File: src/rtl/logic_slice_sequencer_if.sv
// Request/result bundle for logic_slice_sequencer.
// The master side is the ALU operation decoder / result consumer; the slave is the sequencer.
interface logic_slice_sequencer_if #(
  parameter int W = 64
);
  logic         in_valid;
  logic         in_ready;
  logic [2:0]   op;
  logic [W-1:0] in_0;
  logic [W-1:0] in_1;
  logic         out_valid;
  logic         out_ready;
  logic [W-1:0] result;
  logic         zero;
  logic         busy;

  modport master (
    output in_valid, op, in_0, in_1, out_ready,
    input  in_ready, out_valid, result, zero, busy
  );

  modport slave (
    input  in_valid, op, in_0, in_1, out_ready,
    output in_ready, out_valid, result, zero, busy
  );
endinterface

File: src/rtl/logic_slice_sequencer.sv
// Bitwise logic path of the ALU, evaluated one S-bit slice per cycle on a
// single shared slice of gates, LSB slice first.
//
// state | meaning
// ------+---------------------------------------------------------------
// IDLE  | ready for a request; in_ready = 1
// RUN   | one slice per cycle from the captured operands, idx = slice
// DONE  | result/zero held; out_valid = 1 until out_ready
module logic_slice_sequencer #(
  parameter int W = 64,
  parameter int S = 16
) (
  input logic                   clk,
  input logic                   rst_n,
  logic_slice_sequencer_if.slave bus
);

  localparam int N  = W / S;
  localparam int IW = (N > 1) ? $clog2(N) : 1;
  localparam logic [IW-1:0] IDX_LAST = IW'(N - 1);

  typedef enum logic [1:0] {
    IDLE = 2'd0,
    RUN  = 2'd1,
    DONE = 2'd2
  } state_t;

  state_t        state_q;
  state_t        state_d;
  logic [2:0]    op_q;
  logic [W-1:0]  in0_q;
  logic [W-1:0]  in1_q;
  logic [W-1:0]  result_q;
  logic [IW-1:0] idx_q;

  logic [S-1:0]  sl_a;
  logic [S-1:0]  sl_b;
  logic [S-1:0]  sl_y;
  logic          accept;
  logic          last_slice;
  logic          release_out;

  assign accept      = (state_q == IDLE) && bus.in_valid;
  assign last_slice  = (idx_q == IDX_LAST);
  assign release_out = (state_q == DONE) && bus.out_ready;

  // Handshake outputs come from the state register only, no input-to-output paths.
  assign bus.in_ready  = (state_q == IDLE);
  assign bus.out_valid = (state_q == DONE);
  assign bus.busy      = (state_q != IDLE);
  assign bus.result    = result_q;
  assign bus.zero      = ~|result_q;

  // State register.
  always_ff @(posedge clk or negedge rst_n) begin
    if (!rst_n) begin
      state_q <= IDLE;
    end else begin
      state_q <= state_d;
    end
  end

  // Next-state decode.
  always_comb begin
    state_d = state_q;
    case (state_q)
      IDLE:    if (accept)      state_d = RUN;
      RUN:     if (last_slice)  state_d = DONE;
      DONE:    if (release_out) state_d = IDLE;
      default: state_d = IDLE;
    endcase
  end

  // Operands for the current slice always come from the captured copies,
  // so the requester may change its inputs as soon as it has been accepted.
  assign sl_a = in0_q[idx_q * S +: S];
  assign sl_b = in1_q[idx_q * S +: S];

  // The single shared slice of word gates.
  always_comb begin
    sl_y = '0;
    case (op_q)
      3'b000: sl_y = sl_a & sl_b;
      3'b001: sl_y = sl_a | sl_b;
      3'b010: sl_y = sl_a ^ sl_b;
      3'b011: sl_y = ~(sl_a | sl_b);
      3'b100: sl_y = ~(sl_a & sl_b);
      3'b101: sl_y = ~(sl_a ^ sl_b);
      3'b110: sl_y = ~sl_a;
      3'b111: sl_y = sl_a;
      default: sl_y = '0;
    endcase
  end

  // Capture on accept, then fill the result one slice per RUN cycle.
  always_ff @(posedge clk or negedge rst_n) begin
    if (!rst_n) begin
      op_q     <= '0;
      in0_q    <= '0;
      in1_q    <= '0;
      result_q <= '0;
      idx_q    <= '0;
    end else if (accept) begin
      op_q     <= bus.op;
      in0_q    <= bus.in_0;
      in1_q    <= bus.in_1;
      result_q <= '0;
      idx_q    <= '0;
    end else if (state_q == RUN) begin
      result_q[idx_q * S +: S] <= sl_y;
      idx_q <= last_slice ? '0 : idx_q + IW'(1);
    end
  end

endmodule
File: src/flat_wrapper.sv
// flat-port wrapper written by rule: the top's interface ports become plain ports
module logic_slice_sequencer_flat 
#(
  parameter int W = 64,
  parameter int S = 16
)
  (clk, rst_n, bus_in_valid, bus_op, bus_in_0, bus_in_1, bus_out_ready, bus_in_ready, bus_out_valid, bus_result, bus_zero, bus_busy);
  logic_slice_sequencer_if #(.W(W)) bus_i ();
  input logic clk;
  input logic rst_n;
  input wire logic [$bits(bus_i.in_valid)-1:0] bus_in_valid;
  input wire logic [$bits(bus_i.op)-1:0] bus_op;
  input wire logic [$bits(bus_i.in_0)-1:0] bus_in_0;
  input wire logic [$bits(bus_i.in_1)-1:0] bus_in_1;
  input wire logic [$bits(bus_i.out_ready)-1:0] bus_out_ready;
  output wire logic [$bits(bus_i.in_ready)-1:0] bus_in_ready;
  output wire logic [$bits(bus_i.out_valid)-1:0] bus_out_valid;
  output wire logic [$bits(bus_i.result)-1:0] bus_result;
  output wire logic [$bits(bus_i.zero)-1:0] bus_zero;
  output wire logic [$bits(bus_i.busy)-1:0] bus_busy;
  assign bus_i.in_valid = bus_in_valid;
  assign bus_i.op = bus_op;
  assign bus_i.in_0 = bus_in_0;
  assign bus_i.in_1 = bus_in_1;
  assign bus_i.out_ready = bus_out_ready;
  assign bus_in_ready = bus_i.in_ready;
  assign bus_out_valid = bus_i.out_valid;
  assign bus_result = bus_i.result;
  assign bus_zero = bus_i.zero;
  assign bus_busy = bus_i.busy;
  logic_slice_sequencer #(.W(W), .S(S)) u_core (.clk(clk), .rst_n(rst_n), .bus(bus_i));
endmodule
File: config.mk
export PLATFORM = sky130hd
export DESIGN_NAME = logic_slice_sequencer_flat
export DESIGN_NICKNAME = d
export VERILOG_FILES = /design/src/rtl/logic_slice_sequencer_if.sv /design/src/rtl/logic_slice_sequencer.sv /design/src/flat_wrapper.sv
export SDC_FILE = /design/constraint.sdc
export NUM_CORES = 1
export LEC_CHECK = 0
export ABC_AREA = 1
export CAP_MARGIN = 0
export CORE_MARGIN = 10
export CORE_UTILIZATION = 57
export DETAILED_ROUTE_END_ITERATION = 16
export HOLD_SLACK_MARGIN = 0.1
export PLACE_DENSITY_LB_ADDON = 0.2
export REMOVE_ABC_BUFFERS = 1
export SKIP_CTS_REPAIR_TIMING = 1
export SLEW_MARGIN = 30
export SYNTH_ARGS = -nofsm -noshare
export SYNTH_HDL_FRONTEND = slang
export SYNTH_SLANG_ARGS = --single-unit
File: constraint.sdc
create_clock -name clk -period 5.6 [get_ports clk]
set_input_delay 1.12 -clock clk [delete_from_list [all_inputs] [get_ports clk]]
set_output_delay 1.12 -clock clk [all_outputs]
set_load 0.005 [all_outputs]
# Word-level counts from Yosys, hierarchy flattened
# Cells that the tools add are included.
# classes
n_addsub	2
mul	0
div	0
magnitude_cmp	0
n_eq_ne	13
n_shift	4
mux	11
bitwise	7
reduce_logical	9
# op_table
op	n
2-to-1 mux 64 bit	2
one-hot mux 16 bit (8 select lines)	1
indexed part select 64 x 7 -> 16 bit	2
bitwise mux 64 bit	1
NOT 16 bit	4
OR reduction 64 bit	1
variable shift 16 x 34 -> 64 bit, first input constant	1
indexed part select 16 x 34 -> 64 bit	1
negator 6 -> 34 bit	1
bitwise AND 16 bit	1
bitwise OR 16 bit	1
XOR 16 bit	1
equality test 3 bit, second input constant	4
2-to-1 mux 2 bit	6
equality test 3 x 2 -> 1 bit, second input constant	2
inequality test 2 x 1 -> 1 bit, second input constant	3
one-hot mux 2 bit (3 select lines)	1
equality test 2 bit, second input constant	2
nonzero test 2 bit	2
equality test 3 x 1 -> 1 bit, second input constant	1
zero test 3 bit	1
AND reduction 3 bit	1
adder 2 x 1 -> 2 bit, second input constant	1
equality test 2 x 1 -> 1 bit, second input constant	1
3 further kinds	4
# word_totals
ff_bits	199
latchBits	0
ram_bits	0
rom_bits	0
in_bits	135
output_inout_bits	68
elab_cells	52
memories	0

# Depth between registers and ports, before layout
# Gate-level depths: netlist of the first run.
# logic_depth
ltp_word	8
depth_mapped	15
mapped_depth_nobuf	13

# Worst setup path before layout of the first run
# No wires, ideal clock.
# synth_path
path_type	register to register
from	reg u_core.idx_q[0]
to	reg u_core.result_q[24], in the netlist u_core.bus.result[24]
setup_time_ns	0.078
t_arrival_ns	2.112
required_ns	5.522
setup_slack_ns	3.410
stages_incl_launch_ff	15
path_buffers	4
period_less_slack_ns	2.190
cell_sequence	dfrtp_1 -> buf_4 -> buf_2 -> buf_4 -> buf_4 -> a21oi_1 -> a32oi_1 -> inv_1 -> ha_1 -> nand3b_1 -> nand2_1 -> nor2_1 -> nand2_1 -> nand4_1 -> o21bai_1
# synth_between
elab_chain_len	8
elab_cells_between_ends	16
classes_between	add/sub (1); shift (4); mux (4); bitwise (7)
# synth_rtl
element	line	source
start, declared	logic_slice_sequencer.sv:34	logic [IW-1:0] idx_q;
start signal, assigned	logic_slice_sequencer.sv:111	idx_q <= last_slice ? '0 : idx_q + IW'(1);
indexed part select 64 x 7 -> 16 bit, on equally long branches	logic_slice_sequencer.sv:76, logic_slice_sequencer.sv:77	
XOR 16 bit, or another cell as far along	logic_slice_sequencer.sv:85, logic_slice_sequencer.sv:88	
NOT 16 bit, on equally long branches	logic_slice_sequencer.sv:88, logic_slice_sequencer.sv:86, logic_slice_sequencer.sv:87	
one-hot mux 16 bit (8 select lines)	logic_slice_sequencer.sv:82	case (op_q)
indexed part select 16 x 34 -> 64 bit	logic_slice_sequencer.sv:110	result_q[idx_q * S +: S] <= sl_y;
bitwise mux 64 bit *	logic_slice_sequencer.sv:110	
2-to-1 mux 64 bit *	logic_slice_sequencer.sv:109	end else if (state_q == RUN) begin
2-to-1 mux 64 bit *	logic_slice_sequencer.sv:103	end else if (accept) begin
end signal, assigned by index	logic_slice_sequencer.sv:110	
end, declared	logic_slice_sequencer.sv:33	logic [W-1:0] result_q;
# Mark *: on every way between the ends. The rest lies on a longest branch, timed or not. The select of a mux whose other input is x is not followed.
# A chain may end at the register's enable or synchronous reset.

# Worst setup path in the final report of the first run
# layout_path
from	reg u_core.result_q[32], in the netlist u_core.bus.result[32]
to	out bus_zero
# layout_between
elab_chain_len	2
# layout_rtl
element	line	source
OR reduction 64 bit	logic_slice_sequencer.sv:52	assign bus.zero = ~|result_q;
zero test 1 bit	logic_slice_sequencer.sv:52	
end, declared	flat_wrapper.sv:19	output wire logic [$bits(bus_i.zero)-1:0] bus_zero;
# No other way between the ends.

==> results.yml, run 1 <==
run_status:
  outcome: "finished clean"
global_routing:
  grt_pass1_vias: 9798
  grt_max_degree: 117
  grt-ovfl-total: 0
  antenna_found_initial: 0
  track_usage: 0.247
  grt_pass1_wl_um: 49900
floorplanning:
  die_x_um: 159
  num_rows: 50
  die_y_um: 159
  num_io_pins: 203
  core_area_um2: 18800
  dieArea_um2: 25100
  start_util: 0.583
timing:
  tightest_slew_ns: 0.922
  drv_slew: 0
  slew_headroom: 0.384
  setup_viol: 0
  grt_setup_unrepaired: "false"
  fin_setup_tns_ns: 0
  period_share: 0.619
  fmax_mhz: 289
  skew_ns: 0.00659
  final-hold-violation-count: 0
  fin_crit_ns: 3.47
worst_hold_path:
  min_from: "u_core.in1_q[47]"
  min_path_cells: 2
  min_to: "u_core.in1_q[47]"
  min_path_type: "register to register"
clock_tree:
  cts_made_buffers: 17
  ctsLongestPathBuffers: 2
  cts_root_buffer: "clkbuf_16"
  clk_pin_slew_ns: 0.07
  h-tree-depth: 4
  clock_sinks: 199
  cts_tree: "built"
  clock_latency_ns: 0.44
route:
  firstDrtPassIters: 5
  first_iter_violations: 988
  dr_total_vias: 10200
  routedWlPerCell_um: 16.6
  postRouteAntennaNets: 0
  drc: 0
  drt_wl_total_um: 30700
  vias_per_cell: 5.55
placement:
  dp_hpwl_um: 21500
  dp.cells: 1812
  port_buffers: 202
  routabilityCongestion: 0.873
power_and_ir_drop:
  p_leak_nw: 6.79
  switchingPower_mw: 3.83
  p_sw_frac: 0.472
  power_density_nw_per_um2: 603
  irDropWorstVdd_mv: 0.309
  internal-power_mw: 4.29
  power.share.clock: 0.151
  combPwrFrac: 0.543
  pwr-share-seq: 0.306
synth:
  synth_area_per_cell_um2: 7.54
  synthTopCellsByArea: "dfrtp_1 46%, nand2_1 22%, nand3_1 4.5%"
  synth_top_cells_by_count: "638 x nand2_1, 199 x dfrtp_1, 120 x inv_1, 98 x nand3_1, 69 x nand4_1"
  async_flop_share: 1.00
  ys.warnings.count: 0
  yosysSeqAreaShare: 0.455
  synth_edf_count: 0
  synth_most_common_cell: "nand2_1"
  synth-seq-cells: 199
  netlist-cell-type-count: 32
  synth_top_area_cell: "dfrtp_1"
  synth_top_cell_area_share: 0.455
  netlist_area_um2: 10900
  synth-main-ff-cell: "dfrtp_1"
  synthCells: 1450
layout:
  antennaDiodeCount: 0
  layout-drive-gt1-share: 0.0410
  fin_cells: 1844
  finalNetCount: 1769
  post-route-util: 0.718
  area_growth_pct: 23.2
worst_setup_path:
  worstReg2RegEnd: "u_core.bus.result[48]"
  required_ns: 4.48
  r2r_start: "u_core.idx_q[0]"
  worstPathArrival_ns: 2.35
  r2r_setup_slack_ns: 2.21
  cp_max_fo: 3
  worstSetupPathType: "register to output pin"
  start_kind: "register"
  reg2reg_depth: 12
  end_kind: "output pin"
job:
  maxCapViolCount: 0
## state kept, by name, indices dropped and copies added (netlist names)
register	flops
u_core.in0_q	64
u_core.state_q	2
u_core.op_q	3
u_core.idx_q	2
u_core.bus.result	64
u_core.in1_q	64
## layout by cell type (no fill, tap or decap), types with 17 or more instances in the layout
cell             count
nand4_1             69
inv_1              117
clkdlybuf4s50_1    201
dfrtp_1            198
a21oi_1             17
nand3_1             98
o21bai_1            32
ha_1                36
o21ai_0             20
nand2_1            638
clkbuf_16           17
nor2_1              51
## cell families (layout without fill, tap and decap cells)
family | count (synthesis) | count (layout) | synth area share
fa+ha+maj | 36 | 36 | 0.0412
compound gates | 103 | 103 | 0.0623
buf+inv | 212 | 372 | 0.0873
simple gates | 900 | 900 | 0.354
flops | 199 | 199 | 0.455
## worst max-delay path by stage
stage | from | end | slack, ns | cells after the start
after floorplan | u_core.idx_q[0] | u_core.bus.result[0] | 1.68 | 5
after global placement | bus_in_valid | u_core.bus.result[37] | 2.27 | 7
after detailed placement | bus_in_valid | u_core.in0_q[15] | 2.22 | 7
after CTS | u_core.bus.result[33] | bus_zero | 2.16 | 6
after global routing | u_core.idx_q[0] | u_core.bus.result[51] | 1.92 | 12
final | u_core.bus.result[32] | bus_zero | 2.13 | 6
## worst max-delay path: stages (launching register included)
cell	delay, ns
dfrtp_1	0.42
nor4_1	0.45
nand2_1	0.12
nor2_1	0.17
nand2_1	0.07
nor3_1	0.14
clkdlybuf4s50_1	0.54
## power groups by stage
stage	logic, mW	registers, mW	clock network [mW]
2_1_floorplan	2.86	2.46	0
6_report	4.41	2.48	1.23
5_1_grt	5.02	2.55	1.30
3_3_place_gp	4.20	2.48	0
3_5_place_dp	4.36	2.49	0
4_1_cts	4.40	2.47	1.23
## layout make-up
class                   instances  area [um2]
clock buffers                  18         439
multi-input cells            1039        5000
inverters                     125         477
clock inverters                13         138
well taps                     234         293
fillers                      1522        5290
repair buffers                216        2140
flip-flops and latches        199        4980
## per-stage QoR
stage | power [mW] | instance area, um2 | hold slack, ns | worst slack, ns
after floorplan | 5.32 | 10500 | 0.442 | 1.68
after global placement | 6.68 | 12900 | 0.453 | 2.27
after detailed placement | 6.85 | 12900 | 0.458 | 2.22
after CTS | 8.10 | 13500 | 0.475 | 2.16
after global routing | 8.87 | 13500 | 0.487 | 1.92
final | 8.12 | 13500 | 0.473 | 2.13
## per-layer routing
layer  up-vias  routed length [um]  share of wire  global-route usage
met1      4787               12800           0.42               0.327
li1       4948                   -              -                   -
met2       448               14400           0.47               0.396
met4         0                 637          0.021              0.0763
met3        53                2770          0.090              0.0532
met5         -                   0              0                   0
(Power assumes the default switching activity.)
==> inputs of run 2 (changes only) <==
--- a/config.mk
+++ b/config.mk
@@ -8,7 +8,7 @@
 export ABC_AREA = 1
 export CAP_MARGIN = 0
 export CORE_MARGIN = 10
-export CORE_UTILIZATION = 57
+export CORE_UTILIZATION = 53
 export DETAILED_ROUTE_END_ITERATION = 16
 export HOLD_SLACK_MARGIN = 0.1
 export PLACE_DENSITY_LB_ADDON = 0.2
==> constraint.sdc (replaced) <==
create_clock -name clk -period 3.4 [get_ports clk]
set_input_delay 0.68 -clock clk [delete_from_list [all_inputs] [get_ports clk]]
set_output_delay 0.68 -clock clk [all_outputs]
set_load 0.005 [all_outputs]
==> run 2 against run 1 <==
  * Count of clock-buffer cells in the layout did not move
  * Routed wire length increased by 1.2%
  * Sequential share of layout area shrank 0.42 points
  * Hold slack got worse by 0.25 ns
  * First-iteration DRC count down 11%
  * Flip-flop and latch count is the same
  * Combinational power up 68%
  * Die area increased by 6.6%
  * Core utilization decreased by 4.7 points
  * Register-to-register slack got worse by 1.5 ns
  * Largest cell class unchanged
==> results.yml, run 2 (synthesized netlist as in run 1, its figures left out) <==
run_status:
  outcome: "finished clean"
timing:
  skew_ns: 0.00900
  final-hold-violation-count: 0
  hold_ws_ns: 0.227
  setup_viol: 0
  fin_crit_ns: 3.06
  period_share: 0.900
  tightest_slew_ns: 0.854
  slew_headroom: 0.429
  fmax_mhz: 327
  fin_ws_ns: 0.341
  grt_setup_unrepaired: "false"
  drv_slew: 0
clock_tree:
  h-tree-depth: 4
  cts_made_buffers: 17
  cts_root_buffer: "clkbuf_16"
  clock_sinks: 199
  clock_latency_ns: 0.44
  cts_tree: "built"
  ctsLongestPathBuffers: 2
  clk_pin_slew_ns: 0.08
route:
  dr_total_vias: 10100
  postRouteAntennaNets: 0
  firstDrtPassIters: 5
  drt_wl_total_um: 31000
  vias_per_cell: 5.37
  drc: 0
  routedWlPerCell_um: 16.4
  first_iter_violations: 877
global_routing:
  track_usage: 0.231
  grt-ovfl-total: 0
  grt_pass1_wl_um: 50400
  grt_max_degree: 134
  antenna_found_initial: 0
  grt_pass1_vias: 9967
placement:
  routabilityCongestion: 0.899
  port_buffers: 202
  dpl_cell_area_um2: 13000
  dp_hpwl_um: 22000
  post-place-ws_ns: 0.678
floorplanning:
  core_area_um2: 20300
  num_io_pins: 203
  start_util: 0.539
  die_y_um: 164
  num_rows: 52
  die_x_um: 164
  dieArea_um2: 26800
layout:
  layout_commonest_cell: "nand2_1"
  antennaDiodeCount: 0
  area_growth_pct: 24.6
  finalNetCount: 1775
  layout-drive-gt1-share: 0.0439
  final_area_um2: 13600
  final_cell_mix: "638 x nand2_1, 201 x clkdlybuf4s50_1, 198 x dfrtp_1"
worst_setup_path:
  worstPathArrival_ns: 2.38
  end_kind: "output pin"
  cp_max_fo: 3
  required_ns: 2.72
  start_kind: "register"
  worstSetupPathType: "register to output pin"
worst_hold_path:
  min_path_type: "primary input to async pin"
power_and_ir_drop:
  power_density_nw_per_um2: 989
  p_leak_nw: 6.84
  irDropWorstVdd_mv: 0.433
job:
  maxCapViolCount: 0
-- run 2: cell types whose count changed in the layout (fill, tap and decap cells not counted), sizes merged --
cell / delta
buf: +5
clkinv: +1
clkinvlp: +1
clkbuf: +1
inv: -1
-- run 2: area by class of cell --
type | count | area (um2)
sequential | 199 | 4980
tap | 270 | 338
timing repair buffer | 222 | 2250
fill | 1767 | 6670
inverter | 125 | 477
multi-input combinational | 1039 | 5000
clock buffer | 18 | 429
clock inverter | 14 | 145
-- run 2: path summary, 6_finish.rpt --
kind / start / to / slack (ns) / depth (start not counted)
min: rst_n / u_core.idx_q[1] / 0.23 / 1
max in group asynchronous: rst_n / u_core.in0_q[60] / 2.29 / 2
max reg2reg: u_core.idx_q[0] / u_core.bus.result[17] / 0.68 / 12
min reg2reg: u_core.in0_q[0] / u_core.in0_q[0] / 0.47 / 2
max: u_core.bus.result[33] / bus_zero / 0.34 / 6
min in group clk: u_core.in0_q[0] / u_core.in0_q[0] / 0.47 / 2
-- run 2: through the flow --
| step | TNS, ns | util | std cells | total power [mW] |
|---|---|---|---|---|
| after floorplan | -27.66 | - | 1363 | 8.77 |
| after global placement | 0 | 0.643 | 1854 | 11.1 |
| after detailed placement | 0 | 0.643 | 1854 | 11.4 |
| after CTS | 0 | 0.671 | 1886 | 13.5 |
| after global routing | 0 | 0.671 | 1887 | 14.7 |
| final | 0 | 0.671 | 1887 | 13.5 |
-- run 2: worst max-delay path: stages, from the launching register on --
cell,delay [ns]
dfrtp_1,0.41
nor4_1,0.50
nand2_1,0.12
nor2_1,0.16
nand2_1,0.07
nor3_1,0.13
clkdlybuf4s50_1,0.54
-- run 2: power by group --
group	leakage (nW)	switching [mW]	total, mW	internal [mW]
clock network	0.277	0.976	2.01	1.03
logic	4.01	4.64	7.39	2.74
registers	2.55	0.723	4.07	3.35
total	6.84	6.34	13.5	7.13
-- run 2: routing by layer --
| metal | global-route usage | vias to the layer above | part of all wire |
|---|---|---|---|
| met3 | 0.0438 | 40 | 0.085 |
| li1 | - | 4953 | - |
| met5 | 0 | - | 0 |
| met1 | 0.311 | 4742 | 0.43 |
| met4 | 0.0812 | 0 | 0.023 |
| met2 | 0.366 | 390 | 0.46 |
